### src/rtl/dmem_arbiter.sv
// Round-robin arbiter sharing one wait-stated data-memory port between the CPU
// MEM stage (C) and a host/debug loader (H); one access runs IDLE -> ACC -> ACK.
module dmem_arbiter #(
  parameter int AW       = 19,
  parameter int DW       = 32,
  parameter int WAIT_CYC = 1
) (
  input  logic          i_clk,
  input  logic          i_rst,
  input  logic          i_c_req,
  input  logic          i_c_we,
  input  logic [AW-1:0] i_c_addr,
  input  logic [DW-1:0] i_c_wdata,
  output logic [DW-1:0] o_c_rdata,
  output logic          o_c_ack,
  output logic          o_c_stall,
  input  logic          i_h_req,
  input  logic          i_h_we,
  input  logic [AW-1:0] i_h_addr,
  input  logic [DW-1:0] i_h_wdata,
  output logic [DW-1:0] o_h_rdata,
  output logic          o_h_ack,
  output logic          o_h_stall,
  output logic          o_mem_wr,
  output logic [AW-1:0] o_mem_addr,
  output logic [DW-1:0] o_mem_dout,
  input  logic [DW-1:0] i_mem_din,
  output logic          o_busy
);

  localparam logic [3:0] CNT_INIT = 4'(WAIT_CYC - 1);

  typedef enum logic [1:0] {
    ST_IDLE = 2'd0,
    ST_ACC  = 2'd1,
    ST_ACK  = 2'd2
  } state_t;

  state_t        r_state;
  state_t        w_next;
  logic [3:0]    r_cnt;
  logic          r_last_h;
  logic          r_gnt_h;
  logic          r_we;
  logic          r_busy;
  logic          r_mem_wr;
  logic [AW-1:0] r_mem_addr;
  logic [DW-1:0] r_mem_dout;
  logic          r_c_ack;
  logic          r_h_ack;
  logic [DW-1:0] r_c_rdata;
  logic [DW-1:0] r_h_rdata;
  logic          w_grant;
  logic          w_pick_h;
  logic          w_acc_done;

  // State register
  always_ff @(posedge i_clk) begin
    if (i_rst) begin
      r_state <= ST_IDLE;
    end else begin
      r_state <= w_next;
    end
  end

  // Next state and arbitration; on a tie the port that did not win last time is picked
  always_comb begin
    w_next     = r_state;
    w_grant    = 1'b0;
    w_pick_h   = 1'b0;
    w_acc_done = 1'b0;
    case (r_state)
      ST_IDLE: begin
        if (i_c_req || i_h_req) begin
          w_grant  = 1'b1;
          w_pick_h = i_h_req && (!i_c_req || !r_last_h);
          w_next   = ST_ACC;
        end else begin
          w_next = ST_IDLE;
        end
      end
      ST_ACC: begin
        if (r_cnt == 4'd0) begin
          w_acc_done = 1'b1;
          w_next     = ST_ACK;
        end else begin
          w_next = ST_ACC;
        end
      end
      ST_ACK:  w_next = ST_IDLE;
      default: w_next = ST_IDLE;
    endcase
  end

  // Transaction latch, memory strobes, acks and read-data capture
  always_ff @(posedge i_clk) begin
    if (i_rst) begin
      r_cnt      <= 4'd0;
      r_last_h   <= 1'b1;
      r_gnt_h    <= 1'b0;
      r_we       <= 1'b0;
      r_busy     <= 1'b0;
      r_mem_wr   <= 1'b0;
      r_mem_addr <= '0;
      r_mem_dout <= '0;
      r_c_ack    <= 1'b0;
      r_h_ack    <= 1'b0;
      r_c_rdata  <= '0;
      r_h_rdata  <= '0;
    end else begin
      r_busy   <= (w_next != ST_IDLE);
      r_c_ack  <= 1'b0;
      r_h_ack  <= 1'b0;
      r_mem_wr <= 1'b0;
      if (w_grant) begin
        r_gnt_h    <= w_pick_h;
        r_last_h   <= w_pick_h;
        r_we       <= w_pick_h ? i_h_we : i_c_we;
        r_mem_wr   <= w_pick_h ? i_h_we : i_c_we;
        r_mem_addr <= w_pick_h ? i_h_addr : i_c_addr;
        r_mem_dout <= w_pick_h ? i_h_wdata : i_c_wdata;
        r_cnt      <= CNT_INIT;
      end else if (w_acc_done) begin
        r_mem_addr <= '0;
        r_mem_dout <= '0;
        r_c_ack    <= !r_gnt_h;
        r_h_ack    <= r_gnt_h;
        // Read data is sampled on the edge that closes the wait window
        if (!r_we && r_gnt_h) begin
          r_h_rdata <= i_mem_din;
        end else if (!r_we) begin
          r_c_rdata <= i_mem_din;
        end
      end else if (r_state == ST_ACC) begin
        r_cnt <= r_cnt - 4'd1;
      end
    end
  end

  assign o_c_rdata  = r_c_rdata;
  assign o_c_ack    = r_c_ack;
  assign o_c_stall  = i_c_req & ~r_c_ack;
  assign o_h_rdata  = r_h_rdata;
  assign o_h_ack    = r_h_ack;
  assign o_h_stall  = i_h_req & ~r_h_ack;
  assign o_mem_wr   = r_mem_wr;
  assign o_mem_addr = r_mem_addr;
  assign o_mem_dout = r_mem_dout;
  assign o_busy     = r_busy;

endmodule

### config.mk
export PLATFORM = sky130hd
export DESIGN_NAME = dmem_arbiter
export DESIGN_NICKNAME = d
export VERILOG_FILES = /design/src/rtl/dmem_arbiter.sv
export SDC_FILE = /design/constraint.sdc
export NUM_CORES = 1
export LEC_CHECK = 0
export ABC_AREA = 1
export CAP_MARGIN = 10
export CORE_ASPECT_RATIO = 2
export CORE_MARGIN = 1.5
export CORE_UTILIZATION = 38
export CTS_CLUSTER_DIAMETER = 150
export CTS_CLUSTER_SIZE = 24
export DETAILED_ROUTE_END_ITERATION = 6
export GPL_ROUTABILITY_DRIVEN = 0
export GPL_TIMING_DRIVEN = 0
export PLACE_DENSITY = 0.84
export SLEW_MARGIN = 10
export SYNTH_ARGS = -nofsm -noshare
export SYNTH_HDL_FRONTEND = slang
export SYNTH_SLANG_ARGS = --single-unit
### constraint.sdc
create_clock -name i_clk -period 1.33 [get_ports i_clk]
set_input_delay 0.1995 -clock i_clk [delete_from_list [all_inputs] [get_ports i_clk]]
set_output_delay 0.1995 -clock i_clk [all_outputs]
set_load 0.1 [all_outputs]
; ---- Yosys cells after proc, flatten, opt, wreduce, memory -nomap -nowiden
; Index checks and enable logic that the tools add are counted.
[word_totals]
register_bits = 128
wordCells = 57
inputBits = 140
[classes]
n_reduce_logical = 18
n_bitwise = 8
eq_ne = 1
addsub = 1
muxes = 16
[op_table]
columns = cell, count
row1 = two-way mux 32 bit, 3
row2 = two-way mux 19 bit, 3
row3 = two-way mux 1 bit, 8
row4 = inverter 1 bit, 6
row5 = zero test 1 bit, 4
row6 = zero test 4 bit, 1
row7 = one-hot mux 2 bit (2 select lines), 1
row8 = AND reduction 4 bit, 1
row9 = nonzero test 2 bit, 2
row10 = OR reduction 2 bit, 2
row11 = subtractor 4 x 1 -> 4 bit (second input constant), 1
row12 = AND reduction 3 bit, 1
row13 = OR reduction 3 bit, 1
row14 = bitwise AND 1 bit, 2
row15 = equality test 2 x 1 -> 1 bit (second input constant), 1
row16 = logical AND 1 bit, 2
row17 = zero test 2 bit, 1
row18 = logical OR 1 bit, 2
row19 = two-way mux 2 bit, 1
row20 = AND reduction 2 bit, 1

; ---- Depth between registers and ports, before layout
; Gate-level depths: netlist of the first run.
[depth]
ltp_word = 7
depth_mapped = 8

; ---- Least setup slack after synthesis of the first run
; No wires, ideal clock.
[synth_path]
path_type = flip-flop to output port
startpoint = reg r_c_ack (netlist: o_c_ack)
endpoint = out o_c_stall
path_stages_with_launch = 2
arrival_time_ns = 2.047
path_buffers = 0
path_slack_ns = -0.917
cell_sequence = dfxtp_1 nor2_1
[synth_between]
elab_chain_cells = 2
[synth_rtl]
columns = item, line_no
row1 = from (decl), 49  ; logic r_c_ack;
row2 = from (signal assigned), 126  ; r_c_ack <= !r_gnt_h;
row3 = inverter 1 bit, 142  ; assign o_c_stall = i_c_req & ~r_c_ack;
row4 = bitwise AND 1 bit, 142
row5 = to (decl), 16  ; output logic o_c_stall,
; No other way between the ends.

; ---- Worst setup path in the final report of the first run
[layout_path]
startpoint = reg r_state[0]
endpoint = reg r_mem_addr[12] (netlist: o_mem_addr[12])
[layout_between]
elab_chain_cells = 4
word_cells_on_any_way = 8
[layout_rtl]
columns = item, line_no
row1 = from (decl), 39  ; state_t r_state;
row2 = from (signal assigned), 62  ; r_state <= w_next;
row3 = zero test 2 bit, 72  ; case (r_state)
row4 = two-way mux 1 bit, 72
row5 = two-way mux 19 bit, 120  ; r_mem_addr <= w_pick_h ? i_h_addr : i_c_addr;
row6 = two-way mux 19 bit, 115  ; if (w_grant) begin
row7 = to (signal assigned), 120
row8 = to (decl), 47  ; logic [AW-1:0] r_mem_addr;
; Parallel ways exist; a longest one is shown, timed or not.
; A chain may end at the register's enable or synchronous reset.

==> results of run 1 <==
[kinds of logic (layout without fill, tap and decap cells)]
| logic type | Yosys count | after routing | share of synthesized area (%) |
|---|---|---|---|
| AND/OR/NAND/NOR | 497 | 499 | 36.7 |
| AO/OA/AOI/OAI | 61 | 61 | 5.29 |
| flip-flops | 128 | 128 | 43.3 |
| adder cells (fa/ha/maj) | 2 | 2 | 0.423 |
| XOR/XNOR | 1 | 1 | 0.148 |
| buffers and inverters | 209 | 528 | 14.1 |
[timing repair]
action                                  CTS  global route
hold buffers                              0             0
gates resized for setup                 894            43
gates cloned                              9             0
buffers inserted                         20             1
pin swaps                                26             3
endpoints found under the setup margin  246           123
[worst max-delay path: stages, from the launching register on]
cell	delay, ns
dfxtp_2	0.34
nor2_4	0.12
buf_12	0.13
buf_12	0.11
buf_12	0.10
nand3_4	0.09
buf_6	0.17
nand2_2	0.06
nand3_2	0.09
a21oi_2	0.15
[path summary, 6_finish.rpt]
kind / start / end
setup / recovery: r_state[0]$_SDFF_PP0_ / o_mem_addr[12]$_SDFFE_PP0P_
hold / removal: i_mem_din[28] / o_h_rdata[28]$_SDFFE_PP0P_
hold reg to reg: r_gnt_h$_SDFFE_PP0P_ / o_c_ack$_SDFF_PP0_
setup reg to reg: r_state[0]$_SDFF_PP0_ / o_mem_addr[12]$_SDFFE_PP0P_
[metrics by stage]
step / setup slack [ns] / instance area [um2] / util [%]
after detailed placement: -1.38 / 8800 / 57.8
after global placement: -1.37 / 8800 / 57.8
after global routing: -0.161 / 10100 / 66.1
final: -0.108 / 10100 / 66.1
after floorplan: -0.0184 / 5950 / -
after CTS: -0.0825 / 9930 / 65.3
[layout by cell type (no fill, tap or decap), drive strengths merged, types with 7 or more instances in the layout]
cell	synthesis	routed
clkdlybuf4s50	0	137
nand3	105	107
a21oi	55	55
nor2	140	140
nand2	199	199
clkinv	0	7
nand4	51	51
clkbuf	30	48
inv	147	150
buf	32	180
dfxtp	128	128
[sequential cells by signal (all words and copies together), names as in the netlist]
name        cells
o_c_rdata      32
r_cnt           4
o_c_ack         1
o_mem_wr        1
o_mem_addr     19
r_gnt_h         1
o_mem_dout     32
o_busy          1
o_h_rdata      32
r_state         2
r_we            1
r_last_h        1
o_h_ack         1
[power breakdown]
group | total [mW] | internal (mW) | switching (mW)
logic | 6.00 | 1.79 | 4.21
registers | 4.42 | 4.21 | 0.209
clock network | 4.66 | 2.79 | 1.86
[layout make-up]
type | count | area (um2)
plain buffers | 61 | 546
well taps | 198 | 248
multi-input cells | 563 | 2920
clock buffers | 18 | 429
inverters | 147 | 554
clock inverters | 14 | 159
repair buffers | 288 | 2630
fillers | 1281 | 5160
flip-flops and latches | 128 | 2570
[layer usage]
layer  global-route usage (%)  vias up  wire length, um
li1                         -     3414                -
met1                     22.6     3104             7150
met2                     51.9      276            12400
met3                     4.14       77              896
met4                     14.8        0             1130
met5                        0        -                0
==> results.yml, run 1 <==
sta:
  min_period_ns: 1.44
  layout_setup_ws_ns: -0.108
  tns_ns: -5.75
  finalCritPeriodShare_pct: 108
  hold_viol_final: 0
  timing.fmax_ghz: 0.695
  max_slew_margin_pct: 65.0
  clock-skew-final_ns: 0.0101
  finalMaxSlewViolations: 0
  whs_ns: 0.428
  tightest_slew_ns: 0.525
  rsz0062_at_grt: "yes"
  final-setup-viol-count: 110
synth:
  netlist_area_mm2: 0.00591
  synth_area_per_cell_um2: 6.58
  yosys.area.top_type: "dfxtp_1"
  ys_types: 22
  syn_inst: 898
  synthTopCellsByCount: "199 x nand2_1, 144 x inv_1, 136 x nor2_1"
  synth_area_leaders: "dfxtp_1 43%, nand2_1 13%, inv_1 9.1%"
  syn_nets: 1040
  synthMostInstantiatedCell: "nand2_1"
  synth-seq-cells: 128
  synthArstFlopShare_pct: 0
  synth_top_area_share_pct: 43.3
  synth_edf_count: 0
  synth_ff_type: "dfxtp_1"
  seq_area_frac_synth_pct: 43.3
  yosys_warnings: 0
drt:
  ant_nets: 0
  first_iter_violations: 200
  drt_wl_total_um: 21600
  via_per_inst: 4.85
  route.vias.total: 6871
  drt_first_pass_iters: 4
  drc: 0
  routedWlPerCell_um: 15.2
worst_setup_path:
  arrival_ns: 1.78
  rrSetupSlack_ns: -0.11
  end_kind: "flip-flop"
  worst_r2r_path_depth: 9
  path_class: "flip-flop to flip-flop"
  crit_fanout: 5
  worstPathRequired_ns: 1.67
  startpoint_type: "flip-flop"
clocking:
  htree_levels: 4
  cts-buffers-inserted: 17
  clock-sinks: 128
  clk_pin_slew_ns: 0.06
  clock_path_buffers: 2
  ctsRootBufferMaster: "clkbuf_16"
  cts_tree: "built"
  clock_latency_ns: 0.41
placed_design:
  io_buffers: 260
  post-dp-hpwl_um: 15300
  dp_cells: 1356
hold_path:
  hold_depth: 5
  hold_path.class: "primary input to flip-flop"
die:
  dieArea_mm2: 0.0164
  start_util_pct: 38.9
  core_area_mm2: 0.0152
  ios: 261
  die_h_um: 179
  num_rows: 64
  die_w_um: 91.2
grt:
  overflow: 0
  grt_pass1_vias: 6834
  grt_pass1_wl_um: 32700
  antenna_found_initial: 0
  grt_max_degree: 17
  grt_use_total_pct: 25.4
final_layout:
  antenna_cells: 0
  num-nets-final: 1348
  layout.cells.non_filler: 1417
  drive_gt1_share_pct: 27.6
  syn_to_final_growth_pct: 70.0
pwr:
  ir_drop_mv: 1.23
  p_total_mw: 15.1
  leakage_nw: 4.86
  p_per_area_mw_per_mm2: 1500
outcome:
  outcome: "finished, violations left"
  violations: "setup timing"
job:
  drv_cap: 0
Note: power is estimated with default switching activity, not from simulation.
==> run 2, diff against run 1 <==
- CORE_UTILIZATION: 38 -> 30
- PLACE_DENSITY: 0.84 -> 0.7
- RECOVER_POWER: not set -> 50
==> run 2 against run 1 <==
  * The run still ends with setup timing left
  * Global-route usage fell by 4.8 points
  * Maximum frequency grew 1.5%
  * Clock skew is 0.0034 ns lower
  * Routed wire length fell by 0.48%
  * Via count fell by 2.5%
  * Critical path depth down 1
  * Non-clock buffer count fell by 4
  * Cell area decreased by 1.4%
==> results.yml, run 2 (same netlist as run 1, synthesis figures left out) <==
worst_setup_path:
  worstPathRequired_ns: 1.66
  end_kind: "flip-flop"
  startpoint_type: "flip-flop"
  worst_r2r_path_depth: 8
  arrival_ns: 1.75
  path_class: "flip-flop to flip-flop"
  rrSetupSlack_ns: -0.09
  r2r-start: "r_state[0]$_SDFF_PP0_"
  reg2reg_to: "o_mem_addr[3]$_SDFFE_PP0P_"
  crit_fanout: 7
pwr:
  leakage_nw: 4.78
  p_total_mw: 14.8
  ir_drop_mv: 0.734
  p_per_area_mw_per_mm2: 1490
clocking:
  cts-buffers-inserted: 17
  clock_latency_ns: 0.41
  ctsRootBufferMaster: "clkbuf_16"
  htree_levels: 4
  clock-sinks: 128
  cts_tree: "built"
  clock_path_buffers: 2
  hold_buffers: 0
  clk_pin_slew_ns: 0.06
die:
  die_h_um: 202
  start_util_pct: 30.5
  die_w_um: 102
  num_rows: 72
  core_area_mm2: 0.0194
  dieArea_mm2: 0.0206
  ios: 261
final_layout:
  num-nets-final: 1344
  final_common_cell: "nand2_1"
  layout.cells.non_filler: 1471
  fin_area_mm2: 0.00991
  syn_to_final_growth_pct: 67.7
  drive_gt1_share_pct: 23.7
  layout_common_cells: "183 x nand2_1, 141 x inv_1, 137 x clkdlybuf4s50_1, 131 x nor2_1, 123 x dfxtp_1"
  antenna_cells: 0
  finish.utilization_pct: 51.2
drt:
  route.vias.total: 6696
  drt_first_pass_iters: 4
  drc: 0
  drt_wl_total_um: 21500
  routedWlPerCell_um: 14.6
  via_per_inst: 4.55
  ant_nets: 0
  first_iter_violations: 223
sta:
  hold_viol_final: 0
  layout_setup_ws_ns: -0.0866
  whs_ns: 0.420
  tns_ns: -2.83
  tightest_slew_ns: 0.598
  timing.fmax_ghz: 0.706
  clock-skew-final_ns: 0.00673
  finalMaxSlewViolations: 0
  max_slew_margin_pct: 60.1
  min_period_ns: 1.42
  rsz0062_at_grt: "yes"
  final-setup-viol-count: 81
  finalCritPeriodShare_pct: 107
placed_design:
  place_area_mm2: 0.00888
  dp_cells: 1417
  place_ws_ns: -1.45
  post-dp-hpwl_um: 16100
  io_buffers: 260
grt:
  grt_max_degree: 17
  overflow: 0
  antenna_found_initial: 0
  grt_pass1_vias: 6558
  grt_pass1_wl_um: 32900
  grt_use_total_pct: 20.6
outcome:
  violations: "setup timing"
  outcome: "finished, violations left"
hold_path:
  hold_path.class: "primary input to flip-flop"
  hold_depth: 5
  hp-start: "i_mem_din[5]"
  hold_end: "o_h_rdata[5]$_SDFFE_PP0P_"
job:
  drv_cap: 0
==> run 2: cell types whose count changed in the layout (fill, tap and decap cells not counted), moves of 14 or more <==
cell      before  now
nand3_1       76   90
clkbuf_4       2   38
buf_4        137  103
nand2_2       27   13
==> run 2: layer usage <==
layer  vias up  track usage [%]  routed length (um)
li1       3398                -                   -
met1      3025             18.9                7270
met2       228             41.1               12400
met3        45             3.65                 999
met4         0             9.74                 814
met5         -                0                   0
==> run 2: cell type report <==
class	instances	area [um2]
Multi-Input combinational cell	563	2750
Inverter	147	552
Clock buffer	23	488
Tap cell	259	324
Sequential cell	128	2570
Buffer	61	559
Timing Repair Buffer	284	2590
Clock inverter	6	82.6
Fill cell	1953	9460
==> run 2: where the power goes <==
group,switching [mW],internal (mW),leakage [nW]
Clock,1.63,2.92,0.281
Sequential,0.209,4.21,1.05
Combinational,4.11,1.73,3.45
==> run 2: worst max-delay path, stage by stage (launching register included) <==
cell     delay (ns)
dfxtp_2        0.34
nor2_4         0.13
buf_12         0.12
buf_12         0.11
nand3_4        0.16
buf_2          0.23
nand2_1        0.07
nand3_1        0.06
a21oi_1        0.12
==> run 2: worst max path at each step <==
stage | from | endpoint | slack [ns] | cells past startpoint
after floorplan | r_cnt[0]$_SDFFE_PP0P_ | o_c_rdata[10]$_SDFFE_PP0P_ | -0.02 | 7
after global placement | i_h_req | o_h_stall | -1.44 | 6
after detailed placement | i_h_req | o_h_stall | -1.45 | 6
after CTS | r_state[0]$_SDFF_PP0_ | o_mem_dout[30]$_SDFFE_PP0P_ | -0.06 | 8
after global routing | r_state[0]$_SDFF_PP0_ | o_h_rdata[13]$_SDFFE_PP0P_ | -0.15 | 9
final | r_state[0]$_SDFF_PP0_ | o_mem_addr[3]$_SDFFE_PP0P_ | -0.09 | 8
==> run 2: timing repair <==
item / 4_1_cts / 5_1_grt
pin swaps: 5 / 13
hold endpoints to repair: 0 / 0
gates resized for setup: 827 / 65
gates cloned: 5 / 3
endpoints found under the setup margin: 246 / 121
buffers inserted: 17 / 2
==> RTL change 1: new RTL, config.mk and constraints of run 1 <==
Change the parameter `DW` from 32 to 64.
--- a/src/rtl/dmem_arbiter.sv
+++ b/src/rtl/dmem_arbiter.sv
@@ -4,3 +4,3 @@
   parameter int AW       = 19,
-  parameter int DW       = 32,
+  parameter int DW       = 64,
   parameter int WAIT_CYC = 1
Interface: changed (6 resized); port bits go from 261 to 453. The function was not compared with the original's and may differ.
==> RTL change 1 against run 1 <==
  * The run ends with design-rule violations, negative setup slack left
  * Count of clock-buffer cells in the layout down 5
  * Via count is 100% higher
  * Clock power decreased by 8.6%
  * Global-route usage up 4.0 points
  * Final area rose by 98%
  * Wire length grew to 2.6 times the old value
  * Synthesized area up 72%
  * Non-clock buffer count rose by 272
  * Combinational power increased by 110%
  * Sequential cell count is 96 higher
  * Worst setup slack got worse by 330 ps
  * Power is 66% higher
  * Sequential share of layout area fell by 2.6 points
  * Critical endpoint is now o_mem_addr[13]$_SDFFE_PP0P_
  * Highest routed layer is now met5
==> RTL change 1: results <==
<?xml version="1.0" encoding="UTF-8"?>
<metrics>
  <group name="power_and_ir_drop">
    <metric name="pwr_density_cell" unit="nW/um^2">1260</metric>
    <metric name="p_clk_share" unit="%">17.0</metric>
    <metric name="power.net_switching" unit="mW">11.3</metric>
    <metric name="vdd_ir_drop_max" unit="uV">1260</metric>
  </group>
  <group name="routing">
    <metric name="drcViolationCount" unit="">5</metric>
    <metric name="route.detailed.wl_per_inst" unit="um">23.4</metric>
    <metric name="drt_first_iter_violations" unit="">1225</metric>
  </group>
  <group name="synth">
    <metric name="netlist_instances" unit="">1559</metric>
    <metric name="ys_top_cells_by_area" unit="">dfxtp_1 44%, nand2_1 13%, nor2_1 9.8%</metric>
    <metric name="synthTopCellsByCount" unit="">359 x nand2_1, 266 x nor2_1, 239 x inv_1</metric>
    <metric name="synth_fa_ha_area_share" unit="%">0.246</metric>
    <metric name="synth.yosys.seq_area_share" unit="%">44.0</metric>
    <metric name="synth_nets" unit="">1797</metric>
  </group>
  <group name="placement">
    <metric name="half_perimeter_wire_length_after_detailed_placement" unit="um">30700</metric>
    <metric name="port_buffers" unit="">450</metric>
  </group>
  <group name="finish">
    <metric name="multi_input_gates" unit="">979</metric>
    <metric name="nFillCells" unit="">1472</metric>
    <metric name="clock_area_share" unit="%">1.76</metric>
    <metric name="final_nets" unit="">2318</metric>
    <metric name="post_route_cells_drive_above_1_share" unit="%">34.7</metric>
    <metric name="signal_buffer_area_fraction" unit="%">39.3</metric>
    <metric name="multi_input_area_share" unit="%">29.1</metric>
    <metric name="signal_buffers" unit="">621</metric>
  </group>
  <group name="timing">
    <metric name="worst-slew-pin-transition" unit="ps">861</metric>
    <metric name="final_critical_path_setup_slack" unit="ps">-440</metric>
    <metric name="setup-tns-final" unit="ps">-51320</metric>
    <metric name="report.final.setup_viol" unit="">252</metric>
  </group>
  <group name="status">
    <metric name="status" unit="">finished with violations</metric>
    <metric name="violations" unit="">design-rule violations, negative setup slack</metric>
  </group>
  <group name="worst_setup_path">
    <metric name="cp_max_fo" unit="">7</metric>
    <metric name="critical_path.top_delay_family" unit="">simple AND/OR/NAND/NOR gates</metric>
    <metric name="timing.critical_path.slowest_stage_cell" unit="">dfxtp_4</metric>
    <metric name="critical_path.max_stage_delay" unit="ps">380</metric>
    <metric name="worst_ep_arrival_time" unit="ps">2180</metric>
  </group>
  <group name="clocking">
    <metric name="post_cts_resized" unit="">1747</metric>
    <metric name="worst_skew_pair.late_latency" unit="ps">510</metric>
    <metric name="post_cts.repair.setup_buffers" unit="">16</metric>
    <metric name="clock_sink_count" unit="">224</metric>
    <metric name="cts_made_buffers" unit="">13</metric>
    <metric name="clk_path_buf_depth" unit="">3</metric>
    <metric name="h-tree-depth" unit="">1</metric>
  </group>
  <group name="global_routing">
    <metric name="grt_start_max_net_pins" unit="">25</metric>
    <metric name="grt_util_all_layers" unit="%">29.4</metric>
    <metric name="grt_pass1_vias" unit="">12700</metric>
  </group>
</metrics>
==> RTL change 1: cell count changes in the layout (fill, tap and decap cells not counted), sizes merged, moves of 6 or more <==
| cell | before | now |
|---|---|---|
| nand4 | 51 | 83 |
| nand2 | 199 | 359 |
| inv | 150 | 242 |
| clkdlybuf4s50 | 137 | 232 |
| dfxtp | 128 | 224 |
| nor2 | 140 | 268 |
| buf | 180 | 337 |
| a21oi | 55 | 87 |
| clkinv | 7 | 1 |
| clkbuf | 48 | 64 |
| nand3 | 107 | 170 |
==> RTL change 1: per-layer routing <==
| layer | share of wire (%) | wire length, um | global-route usage [%] | up-vias |
|---|---|---|---|---|
| li1 | - | - | - | 5858 |
| met2 | 50 | 28300 | 56.7 | 1199 |
| met5 | 0.021 | 12 | 0 | - |
| met3 | 9.8 | 5530 | 5.77 | 477 |
| met1 | 29 | 16500 | 25.0 | 6356 |
| met4 | 11 | 6350 | 26.6 | 2 |
==> RTL change 1: metrics by stage <==
step                cell area [sq um]  setup WS (ps)
CTS                             17000           -227
finish                          19900           -440
global placement                15200          -1090
global route                    19900           -407
floorplan                       10300           -158
detailed placement              15200          -1100
==> RTL change 1: path summary, 6_finish.rpt <==
| path | slack (ps) | endpoint | cells after the start | startpoint |
|---|---|---|---|---|
| worst min register to register | 490 | o_c_ack$_SDFF_PP0_ | 1 | r_gnt_h$_SDFFE_PP0P_ |
| worst min-delay path | 320 | o_c_rdata[50]$_SDFFE_PP0P_ | 5 | i_mem_din[50] |
| worst max-delay path | -440 | o_mem_addr[13]$_SDFFE_PP0P_ | 8 | r_state[1]$_SDFF_PP0_ |
| worst max register to register | -440 | o_mem_addr[13]$_SDFFE_PP0P_ | 8 | r_state[1]$_SDFF_PP0_ |
==> RTL change 2: new RTL, config.mk and constraints of run 1 <==
Without the edit above. The 3 states of `state_t` get a one-hot encoding in 3 bits.
--- a/src/rtl/dmem_arbiter.sv
+++ b/src/rtl/dmem_arbiter.sv
@@ -32,6 +32,6 @@
 
-  typedef enum logic [1:0] {
-    ST_IDLE = 2'd0,
-    ST_ACC  = 2'd1,
-    ST_ACK  = 2'd2
+  typedef enum logic [2:0] {
+    ST_IDLE = 3'b001,
+    ST_ACC  = 3'b010,
+    ST_ACK  = 3'b100
   } state_t;
Behaviour: no difference found for any inputs over 4 cycles, from zero or initial values and one cycle with i_rst high; so few cycles prove little.
==> RTL change 2 against run 1 <==
  * The run still ends with negative setup slack left
  * Final cell count fell by 4.5%
  * Wire length rose by 21%
  * Final area is 12% higher
  * Power shrank 4.5%
  * Sequential cell count is 1 higher
  * Synthesized cell count shrank 9.7%
  * Global-route usage down 0.093 points
  * Worst setup slack got worse by 58 ps
  * Core utilization up 9.8 points
  * Die area decreased by 1.9%
  * Synthesized area fell by 1.9%
  * Critical path type unchanged
  * Largest power group unchanged
==> RTL change 2: results <==
<?xml version="1.0" encoding="UTF-8"?>
<metrics>
  <group name="status">
    <metric name="status" unit="">finished with violations</metric>
    <metric name="violations" unit="">negative setup slack</metric>
  </group>
  <group name="finish">
    <metric name="final_nets" unit="">1287</metric>
    <metric name="antenna_cells" unit="">0</metric>
    <metric name="nFillCells" unit="">961</metric>
    <metric name="post_route_cells_drive_above_1_share" unit="%">42.7</metric>
  </group>
  <group name="timing">
    <metric name="max-slew-margin-rel" unit="%">57.2</metric>
    <metric name="final_critical_path_setup_slack" unit="ps">-166</metric>
    <metric name="setup-tns-final" unit="ps">-6120</metric>
    <metric name="report.final.setup_viol" unit="">115</metric>
    <metric name="clock_skew" unit="ps">21.0</metric>
  </group>
  <group name="power_and_ir_drop">
    <metric name="vdd_ir_drop_max" unit="uV">891</metric>
    <metric name="power.static_leakage" unit="nW">4.77</metric>
  </group>
  <group name="synth">
    <metric name="synthTopCellsByCount" unit="">210 x nand3_1, 133 x nand2_1, 129 x dfxtp_1</metric>
    <metric name="syn-cell-area" unit="sq um">5800</metric>
    <metric name="synth_nets" unit="">953</metric>
    <metric name="ys_top_cells_by_area" unit="">dfxtp_1 45%, nand3_1 18%, a21oi_1 10%</metric>
    <metric name="synth.distinct_cells" unit="">25</metric>
    <metric name="synth.yosys.seq_area_share" unit="%">44.5</metric>
  </group>
  <group name="clocking">
    <metric name="post_cts.repair.setup_buffers" unit="">18</metric>
    <metric name="root_buffer" unit="">clkbuf_16</metric>
    <metric name="post_cts_resized" unit="">881</metric>
    <metric name="clk_path_buf_depth" unit="">2</metric>
  </group>
  <group name="hold_path">
    <metric name="worstHoldEndpoint" unit="">o_h_rdata[14]$_SDFFE_PP0P_</metric>
    <metric name="worst_hold_path.num_cells" unit="">3</metric>
    <metric name="worstHoldPathType" unit="">input pin to register</metric>
  </group>
  <group name="worst_setup_path">
    <metric name="worst_ep_arrival_time" unit="ps">1820</metric>
    <metric name="cp_max_fo" unit="">8</metric>
    <metric name="setup.worst_path.end" unit="">o_mem_addr[13]$_SDFFE_PP0P_</metric>
    <metric name="rr_startpoint" unit="">r_state[1]$_SDFF_PP0_</metric>
  </group>
  <group name="global_routing">
    <metric name="grt_util_all_layers" unit="%">25.3</metric>
    <metric name="antenna_found_initial" unit="">0</metric>
    <metric name="grt_pass1_wl" unit="um">32200</metric>
    <metric name="grt_pass1_vias" unit="">6523</metric>
  </group>
  <group name="routing">
    <metric name="drt_first_iter_violations" unit="">301</metric>
    <metric name="post_drt_via_cell_ratio" unit="">5.34</metric>
    <metric name="totalWireLength" unit="um">26000</metric>
  </group>
  <group name="placement">
    <metric name="half_perimeter_wire_length_after_detailed_placement" unit="um">15400</metric>
  </group>
</metrics>
==> RTL change 2: area by class of cell <==
class	instances	area share [%]
inverters	118	4.12
well taps	195	2.16
multi-input cells	504	32.2
clock buffers	17	3.76
flip-flops and latches	129	23.0
repair buffers	314	27.8
repair inverters	1	0.144
clock inverters	15	1.21
plain buffers	60	5.62
==> RTL change 2: cells by family (layout without fill, tap and decap cells) <==
family / Yosys count / in the layout / synth area share (%)
AO/OA/AOI/OAI: 122 / 122 / 10.7
XOR/XNOR: 2 / 2 / 0.302
adder cells (fa/ha/maj): 2 / 2 / 0.431
buffers and inverters: 181 / 525 / 13.5
flip-flops: 129 / 129 / 44.5
AND/OR/NAND/NOR: 375 / 378 / 30.6
==> RTL change 2: metrics by stage <==
| step | hold WS (ps) | instance area (sq um) | setup slack, ps | utilization, % | instances |
|---|---|---|---|---|---|
| after floorplan | 342 | 5820 | -11.0 | - | 811 |
| after global placement | 447 | 8660 | -952 | 58.2 | 1266 |
| after detailed placement | 452 | 8660 | -948 | 58.2 | 1266 |
| after CTS | 384 | 9650 | -55.0 | 64.8 | 1325 |
| after global routing | 391 | 11300 | -198 | 75.9 | 1353 |
| final | 396 | 11300 | -166 | 75.9 | 1353 |
==> RTL change 2: routing by layer <==
layer  up-vias  global-route usage (%)  routed length [um]
met5         -                       0                   0
met4         0                    15.3                1820
met3       128                    4.28                1310
met2       396                    49.9               14600
met1      3390                    23.7                8330
li1       3312                       -                   -
==> RTL change 2: power by group <==
| group | switching (mW) | internal, mW |
|---|---|---|
| Sequential | 0.196 | 4.12 |
| Clock | 1.87 | 2.59 |
| Combinational | 3.61 | 2.01 |
| Total | 5.67 | 8.72 |
